File: config.mk
export PLATFORM = sky130hd
export DESIGN_NAME = buffer_ifid
export DESIGN_NICKNAME = d
export VERILOG_FILES = /design/src/rtl/ifid_pkg.sv /design/src/rtl/buffer_ifid_pipe_reg.sv /design/src/rtl/buffer_ifid.sv
export SDC_FILE = /design/constraint.sdc
export NUM_CORES = 1
export LEC_CHECK = 0
export CORE_MARGIN = 2
export CORE_UTILIZATION = 37
export CTS_BUF_LIST = sky130_fd_sc_hd__clkbuf_8
export DETAILED_ROUTE_END_ITERATION = 6
export GPL_ROUTABILITY_DRIVEN = 0
export PLACE_DENSITY = 0.83
export REMOVE_ABC_BUFFERS = 1
export SYNTH_ARGS = -nofsm -noshare
export SYNTH_HDL_FRONTEND = slang
export SYNTH_HIERARCHICAL = 1
export SYNTH_SLANG_ARGS = --single-unit
File: constraint.sdc
create_clock -name clk -period 0.9 [get_ports clk]
set_clock_uncertainty 0.05 [all_clocks]
set_input_delay 0.18 -clock clk [delete_from_list [all_inputs] [get_ports clk]]
set_output_delay 0.18 -clock clk [all_outputs]
set_load 0.02 [all_outputs]
File: src/rtl/ifid_pkg.sv
// Shared definitions for the IF/ID pipeline buffer: instruction width, NOP encoding.
package ifid_pkg;
    localparam int INSTR_W = 16;
    typedef logic [INSTR_W-1:0] instr_t;
    localparam instr_t NOP_INSTR = 16'h0000;
endpackage

File: src/rtl/buffer_ifid_pipe_reg.sv
// Generic WIDTH-bit register: sync reset value, sync clear-to-constant, hold enable.
module pipe_reg #(
    parameter int WIDTH = 16,
    parameter logic [WIDTH-1:0] RST_VAL = '0,
    parameter logic [WIDTH-1:0] CLR_VAL = '0
) (
    output logic [WIDTH-1:0] q,
    input  logic [WIDTH-1:0] d,
    input  logic             clr,
    input  logic             hold,
    input  logic             clk,
    input  logic             rst
);
    // Priority: reset, then clear, then hold, then load.
    always_ff @(posedge clk) begin
        if (rst)
            q <= RST_VAL;
        else if (clr)
            q <= CLR_VAL;
        else if (!hold)
            q <= d;
    end
endmodule

File: src/rtl/buffer_ifid.sv
// IF/ID pipeline buffer; flush squashes the captured fetch to NOP.
// Optional hazard-unit freeze via `stall` when BUFFER_IFID_STALL_EN is defined.
module buffer_ifid
    import ifid_pkg::*;
#(
    parameter int WIDTH = INSTR_W,
    parameter logic [WIDTH-1:0] NOP_VALUE = NOP_INSTR
) (
    output logic [WIDTH-1:0] out_instr,
    input  logic [WIDTH-1:0] in_instr,
    input  logic             flush,
    input  logic             clk,
    input  logic             rst
`ifdef BUFFER_IFID_STALL_EN
    ,
    input  logic             stall
`endif
);
    logic hold;

`ifdef BUFFER_IFID_STALL_EN
    assign hold = stall;
`else
    assign hold = 1'b0;
`endif

    pipe_reg #(
        .WIDTH   (WIDTH),
        .RST_VAL (NOP_VALUE),
        .CLR_VAL (NOP_VALUE)
    ) u_reg (
        .q    (out_instr),
        .d    (in_instr),
        .clr  (flush),
        .hold (hold),
        .clk  (clk),
        .rst  (rst)
    );
endmodule

==> results by group, run 1 <==
Die
  – Die Span X: between 40 and 50 um
  – Die height: 43.8 um
  – Core Box Area: 0.00149 sq mm
  – Standard-cell row count: 14
  – DIE AREA: around 0.0019 sq mm
  – Initial Util: approximately 40%
  – IO Pins: 35

Finish
  – Antenna fix cells: 0
  – Share of cells above drive strength 1: roughly 49%
  – Largest regs: u_reg/q: 16 flops
  – Max FFs per register: 16
  – Largest Register: u_reg/q
  – Layout Nets: roughly 120
  – Design Area, Final: approximately 0.0011 sq mm
  – Area grow syn2layout: 84.8%
  – Non-filler cells, final: approximately 110

Worst setup path
  – CP max FO: 2
  – CP Launch Type: flop
  – Worst path buffer plus inverter count: 1
  – Crit-path slowest cell: dfxtp_2
  – Worst EP required: 0.67 ns
  – Crit end category: output port
  – WP data arrival: about 0.70 ns
  – Max stage delay on crit path: approximately 0.34 ns
  – Critical-path cell list: buf_6
  – WS Path Type: reg2out
  – CP delay by family, top: flip-flops

Power
  – Leak: about 0.0005 uW
  – Pwr Total: around 1700 uW
  – Max VDD drop: roughly 0.0017 V
  – Power Density: 1530 mW/mm^2

GRT
  – Largest net degree at the start of global routing: 17
  – Vias in the first global route: a little under 500
  – Grt total ovfl: 0
  – First-pass GRT wire length: 2040 um
  – Total track usage: 15.6%
  – Initial antenna violation count: 0

Clocking
  – Clk sinks: 16
  – Htree depth: 1
  – CTS Hold Bufs: 0
  – CTS tree: done
  – Root buf cell: clkbuf_8
  – Number of buffers created by CTS: 3
  – Reg clk slew, reported paths: 0.06 ns
  – CTS max path bufs: 2

Synth
  – Synth Instances: between 50 and 60
  – Ys Warns: 6
  – Distinct cell type count after synthesis: 8
  – Seq/Total Area, Yosys: a little over half
  – FF+latch count, synth: 16
  – Mapped Area: around 600 sq um
  – Syn Area/Cell: ~11 sq um

STA
  – Min Tclk post-route: 0.932 ns
  – F_max: between 1000 and 1500 MHz
  – Tcrit/Tclk final: 104%
  – Final hold vios: 0
  – Endpoints failing setup: 16
  – Fin. max-slew vios: 0
  – Final Worst Setup Slack: -0.0322 ns
  – RSZ-0062 raised after global routing: yes
  – Final TNS setup: -0.400 ns

Placed design
  – Post-DP Area: 933 sq um
  – Cells after DPL: 103
  – Port Buffers: 34
  – DP Wirelength: ~860 um

Drt
  – Residual DRC: 0
  – Final ANT Viol Nets: 0
  – Via count: between 500 and 600
  – Iter 0 DRT Violations: 2
  – DRT Pass-1 Iters: 2
  – Vias per std cell: roughly 4.6
  – Drt wl/cell: about 12 um
  – Final WL: about 1400 um

Min path
  – Hold Path End: u_reg/q[3]
  – Hold Path Stages: 4
  – Min-Delay Path Class: in2reg
  – Hold_sp: flush

Run
  – Max_cap viols: 0

Outcome
  – Violated checks: negative setup slack
  – Status: complete, but fails checks
-- metal layers --
layer  global-route usage (%)  wire (um)  part of all wire, %  up-vias
met5                        0          0                    0        -
met4                     7.27         28                  2.1        0
met3                     8.33        138                   10        4
met2                     27.9        694                   51       26
met1                     14.1        490                   36      224
li1                         -          -                    -      253
-- cells by family after synthesis --
| group | share of synthesized area, % |
|---|---|
| flip-flops | 54.7 |
| buffers and inverters | 5.98 |
| AND/OR/NAND/NOR | 11.3 |
| other | 0.640 |
| multiplexers | 27.3 |
-- where the power goes --
| part | total [uW] | switching (uW) | internal, uW |
|---|---|---|---|
| registers | 752 | 15.6 | 737 |
| logic | 269 | 102 | 166 |
| clock network | 631 | 242 | 388 |
-- worst max-delay path by stage --
stage	from	endpoint	slack, ns	depth (start not counted)
2_1_floorplan	flush	u_reg/q[0]	0.12	2
3_3_place_gp	flush	u_reg/q[5]	-0.27	4
3_5_place_dp	flush	u_reg/q[8]	-0.31	4
4_1_cts	u_reg/q[0]	out_instr[0]	-0.04	1
5_1_grt	u_reg/q[0]	out_instr[0]	-0.07	1
6_report	u_reg/q[0]	out_instr[0]	-0.03	1
-- cell type report --
cell class,count,area [sq um]
Clock buffer,4,55.1
Fill cell,122,407
Multi-Input combinational cell,34,245
Sequential cell,16,340
Tap cell,16,20.0
Timing Repair Buffer,41,422
-- cells in the final DEF, fill, tap and decap left out, drive strengths merged --
| master | synthesis | layout |
|---|---|---|
| buf | 3 | 23 |
| clkbuf | 1 | 4 |
| clkdlybuf4s50 | 0 | 16 |
| conb | 1 | 1 |
| dfxtp | 16 | 16 |
| dlygate4sd2 | 0 | 2 |
| mux2i | 16 | 16 |
| nor2 | 16 | 16 |
| or2 | 1 | 1 |
-- through the flow --
stage	worst slack (ns)	util (%)	hold slack [ns]
4_1_cts	-0.0441	72.2	0.367
2_1_floorplan	0.121	-	0.274
3_3_place_gp	-0.268	62.7	0.743
5_1_grt	-0.0673	72.7	0.391
6_report	-0.0322	72.7	0.372
3_5_place_dp	-0.313	62.7	0.753
-- synth_stat cells, drive strengths merged --
| cell | count | share of area (%) |
|---|---|---|
| conb | 1 | 0.64 |
| mux2i | 16 | 27 |
| clkbuf | 1 | 0.85 |
| dfxtp | 16 | 55 |
| nor2 | 16 | 10 |
| buf | 3 | 5.1 |
| or2 | 1 | 1.1 |
-- tightest hold or removal path: cells and delay by family --
kind                   cells  cell delay, ns
buffers and inverters      2            0.29
AND/OR/NAND/NOR            2            0.17
-- repair_timing --
item,in CTS,in global routing
pin swaps,4,0
resized for setup,123,0
gates cloned,1,0
setup buffers,2,1
endpoints found under the setup margin,32,16
Power figures use the tool's default switching activity.
==> run 2: changes to the inputs <==
--- a/config.mk
+++ b/config.mk
@@ -13,2 +13,3 @@
 export PLACE_DENSITY = 0.83
+export RECOVER_POWER = 100
 export REMOVE_ABC_BUFFERS = 1
==> constraint.sdc (replaced) <==
create_clock -name clk -period 0.9 [get_ports clk]
set_clock_uncertainty 0.05 [all_clocks]
set_input_delay 0.09 -clock clk [delete_from_list [all_inputs] [get_ports clk]]
set_output_delay 0.09 -clock clk [all_outputs]
set_load 0.02 [all_outputs]
==> run 2 against run 1 <==
The run now ends clean. Global-route usage down 1.8 points. Cell count down 3.6%. Setup slack better by 0.057 ns. Combinational power down 14%. Largest power group unchanged. Highest routed layer unchanged.
==> results by group, run 2 (same netlist as run 1, synthesis figures left out) <==
Drt
  – Top Layer Used: met4
  – Routed wl met3: about 140 um
  – Via count: just under 500
  – Met2 WL: about 560 um
  – Residual DRC: 0
  – Routed metal-1 wirelength: 464 um
  – Drt wl/cell: 11.2 um
  – Final ANT Viol Nets: 0
  – Iter 0 DRT Violations: 2
  – DRT Pass-1 Iters: 2
  – Final WL: 1200 um
  – Vias per std cell: approximately 4.6

Worst setup path
  – Crit end category: output port
  – Critical-path cell list: buf_4
  – CP max FO: 2
  – WS Path Type: reg2out
  – Worst EP required: between 0.7 and 0.8 ns
  – CP delay by family, top: flip-flops
  – CP Launch Type: flop
  – WP data arrival: around 0.73 ns
  – Max stage delay on crit path: around 0.34 ns
  – Worst path buffer plus inverter count: 1
  – Crit-path slowest cell: dfxtp_1

Run
  – Max_cap viols: 0

Finish
  – Area grow syn2layout: 62.4%
  – Antenna fix cells: 0
  – Largest Register: u_reg/q
  – Max FFs per register: 16
  – Largest regs: u_reg/q: 16 flops
  – Layout Nets: 111
  – Commonest non-fill, non-tap cell in the layout: clkdlybuf4s50_1
  – Share of cells above drive strength 1: roughly a third
  – Most frequent cells in the layout: clkdlybuf4s50_1, buf_4, mux2i_1, nor2_1, dfxtp_1

Die
  – Initial Util: between 30% and 40%
  – Die height: roughly 44 um
  – Core Box Area: 0.00149 sq mm
  – DIE AREA: 0.00192 sq mm
  – Standard-cell row count: 14
  – Die Span X: around 44 um
  – IO Pins: 35

STA
  – Min Tclk post-route: ~0.87 ns
  – Final Worst Setup Slack: roughly 0.025 ns
  – Tcrit/Tclk final: between 90% and 100%
  – Final TNS setup: 0 ns
  – Final hold vios: 0
  – Fin. max-slew vios: 0
  – Hold Worst Slack: 0.394 ns
  – Endpoints failing setup: 0
  – F_max: between 1000 and 1500 MHz

Power
  – Power Density: between 1500 and 2000 mW/mm^2
  – Max VDD drop: between 0.0015 and 0.002 V
  – Leak: about 0.00045 uW

GRT
  – Total track usage: around 14%
  – Largest net degree at the start of global routing: 17
  – Vias in the first global route: 447
  – Grt total ovfl: 0
  – Initial antenna violation count: 0
  – First-pass GRT wire length: 1820 um

Outcome
  – Status: finished, final reports clean

Placed design
  – Port Buffers: 34
  – DP Wirelength: ~860 um
  – DP Worst Slack: -0.223 ns

Clocking
  – CTS max path bufs: 2
  – Clk sinks: 16
  – Htree depth: 1
  – Reg clk slew, reported paths: about 0.060 ns
  – Root buf cell: clkbuf_8
  – Number of buffers created by CTS: 3
  – CTS tree: done

Min path
  – Min-Delay Path Class: in2reg
[run 2: path summary, 6_finish.rpt]
kind         start      endpoint  slack, ns  cells past startpoint
max     u_reg/q[1]  out_instr[1]       0.03                      1
min   in_instr[10]   u_reg/q[10]       0.39                      3
[run 2: power by group]
part	total [uW]	switching, uW	internal [uW]
Combinational	231	92.5	138
Sequential	745	11.1	734
Clock	629	241	388
[run 2: final cells by class]
type	instances	area, sq um
flip-flops and latches	16	328
fillers	130	538
clock buffers	4	55.1
well taps	16	20.0
multi-input cells	34	230
repair buffers	37	318
[run 2: per-layer routing]
| metal | track usage, % | vias to the layer above |
|---|---|---|
| met5 | 0 | - |
| met4 | 7.27 | 0 |
| met3 | 8.75 | 4 |
| met2 | 21.8 | 26 |
| met1 | 14.0 | 213 |
| li1 | - | 246 |
[run 2: timing repair]
action                     4_1_cts  5_1_grt
pin swaps                        0        1
setup endpoints to repair       16       15
hold buffers                     0        0
buffers inserted                 0        0
hold endpoints to repair         0        0
resized for setup               65       20
[run 2: stage by stage]
stage / util [%] / total power, uW / area [sq um] / std cells
finish: 63.9 / 1600 / 951 / 107
global route: 63.9 / 1690 / 951 / 107
CTS: 61.2 / 1620 / 911 / 107
detailed placement: 62.7 / 998 / 933 / 103
global placement: 62.7 / 995 / 933 / 103
floorplan: - / 858 / 551 / 50
==> run 3: changes to the inputs <==
Settings changed: CORE_UTILIZATION 37 to 35, CTS_BUF_LIST sky130_fd_sc_hd__clkbuf_8 to default, PLACE_DENSITY 0.83 to 0.8.
==> run 3 against run 2 <==
Count of clock-buffer cells in the layout did not move. Flip-flop and latch count stayed put. Power decreased by 9.6%. Hold slack got worse by 0.037 ns. Sequential power rose by 0.8%. Die area is 5.2% higher. Non-clock buffer count shrank 2. Final area up 4.9%. Global-route usage down 0.14 points. Setup slack got worse by 0.0069 ns. Routed wire length up 2.2%. Critical path type unchanged. Critical endpoint is now out_instr[2].
==> results by group, run 3 (same netlist as run 1, synthesis figures left out) <==
Drt
  – Vias per std cell: 4.73
  – Via count: 497
  – DRT Pass-1 Iters: 2
  – Final ANT Viol Nets: 0
  – Iter 0 DRT Violations: 1
  – Drt wl/cell: roughly 12 um
  – Residual DRC: 0
  – Final WL: between 1000 and 1500 um

Finish
  – Largest Register: u_reg/q
  – Max FFs per register: 16
  – Area grow syn2layout: 70.3%
  – Most frequent cells in the layout: clkdlybuf4s50_1, buf_6, mux2i_1, nor2_1, dfxtp_2
  – Layout Nets: ~110
  – Final Util: approximately 65%
  – Commonest non-fill, non-tap cell in the layout: clkdlybuf4s50_1
  – Share of cells above drive strength 1: approximately 43%
  – Filler Cells Inserted: 150
  – Antenna fix cells: 0
  – Largest regs: u_reg/q: 16 flops

Clocking
  – CTS max path bufs: 2
  – CTS tree: done
  – Number of buffers created by CTS: 3
  – Root buf cell: clkbuf_4
  – CTS Hold Bufs: 0
  – Reg clk slew, reported paths: 0.09 ns
  – Clk sinks: 16
  – Htree depth: 1

Die
  – Standard-cell row count: 14
  – Initial Util: 38.0%
  – Die Span X: about 45 um
  – Die height: roughly 45 um
  – IO Pins: 35
  – Core Box Area: roughly 0.0015 sq mm
  – DIE AREA: between 0.002 and 0.0025 sq mm

Worst setup path
  – WP data arrival: between 0.7 and 0.8 ns
  – Crit. Startpoint: u_reg/q[2]
  – CP delay by family, top: flip-flops
  – Crit-path slowest cell: dfxtp_2
  – Critical-path cell list: buf_6
  – Crit end category: output port
  – CP Launch Type: flop
  – Max stage delay on crit path: ~0.35 ns
  – WS Path Type: reg2out
  – Worst path buffer plus inverter count: 1
  – CP max FO: 2
  – Worst EP required: around 0.76 ns

STA
  – Final hold vios: 0
  – Endpoints failing setup: 0
  – F_max: between 1000 and 1500 MHz
  – Min Tclk post-route: slightly below 0.9 ns
  – Final TNS setup: 0 ns
  – RSZ-0062 raised after global routing: yes
  – Tcrit/Tclk final: about 98%
  – Fin. max-slew vios: 0

GRT
  – Vias in the first global route: between 500 and 600
  – Grt total ovfl: 0
  – Total track usage: around 14%
  – Largest net degree at the start of global routing: 17
  – Initial antenna violation count: 0
  – First-pass GRT wire length: slightly below 2000 um

Outcome
  – Status: finished, final reports clean

Min path
  – Hold Path End: u_reg/q[7]
  – Hold Path Stages: 3
  – Min-Delay Path Class: in2reg
  – Hold_sp: in_instr[7]

Power
  – Power Density: 1450 mW/mm^2
  – Max VDD drop: approximately 0.00094 V
  – Leak: around 0.00045 uW

Run
  – Max_cap viols: 0

Placed design
  – DP Wirelength: 844 um
  – Port Buffers: 34
## run 3: cell types whose count changed in the layout (fill, tap and decap cells not counted)
cell      before  now
clkbuf_8       4    1
buf_4         17    1
or2_1          1    0
buf_6          0   16
or2_4          0    1
dfxtp_2        6   16
clkbuf_4       0    3
buf_2          2    0
dfxtp_1       10    0
## run 3: how the worst max path moves through the flow
stage                    end  slack (ns)  cells after the start
6_report        out_instr[2]        0.02                      1
5_1_grt        out_instr[15]       -0.03                      1
4_1_cts         out_instr[3]       0.006                      1
3_5_place_dp     u_reg/q[13]       -0.40                      3
3_3_place_gp      u_reg/q[1]       -0.34                      3
2_1_floorplan     u_reg/q[0]        0.21                      2
## run 3: timing repair
action,in CTS,in global routing
setup buffers,0,1
endpoints found under the setup margin,32,29
resized for setup,113,1
pin swaps,0,0
## run 3: per-stage QoR
stage                     hold WS, ns  power [uW]  instances  setup slack, ns  area (sq um)
after floorplan                 0.184         858         50            0.211           551
after global placement          0.649         988        100           -0.335           911
after detailed placement        0.668         990        100           -0.396           911
after CTS                       0.350        1460        104          0.00614           987
after global routing            0.342        1530        105          -0.0327           997
final                           0.357        1450        105           0.0182           997
## run 3: tightest hold or removal path, stage by stage
cell             delay, ns
clkdlybuf4s50_1       0.39
mux2i_1               0.12
nor2_1                0.05
## run 3: area by class of cell
class	instances	area (sq um)	share of cell area [%]
Timing Repair Buffer	35	368	36.9
Sequential cell	16	340	34.1
Multi-Input combinational cell	34	233	23.3
Clock buffer	4	36.3	3.64
Tap cell	16	20.0	2.01
## run 3: where the power goes
part | total [uW] | switching, uW | internal [uW]
Sequential | 751 | 15.6 | 735
Combinational | 243 | 93.1 | 150
Clock | 456 | 210 | 246
Total | 1450 | 319 | 1130
## run 3: routing by layer
layer / share of wire [%] / GRT usage [%]
met1: 38 / 14.5
met2: 53 / 22.9
met3: 7.0 / 7.20
met4: 1.3 / 5.29
met5: 0 / 0
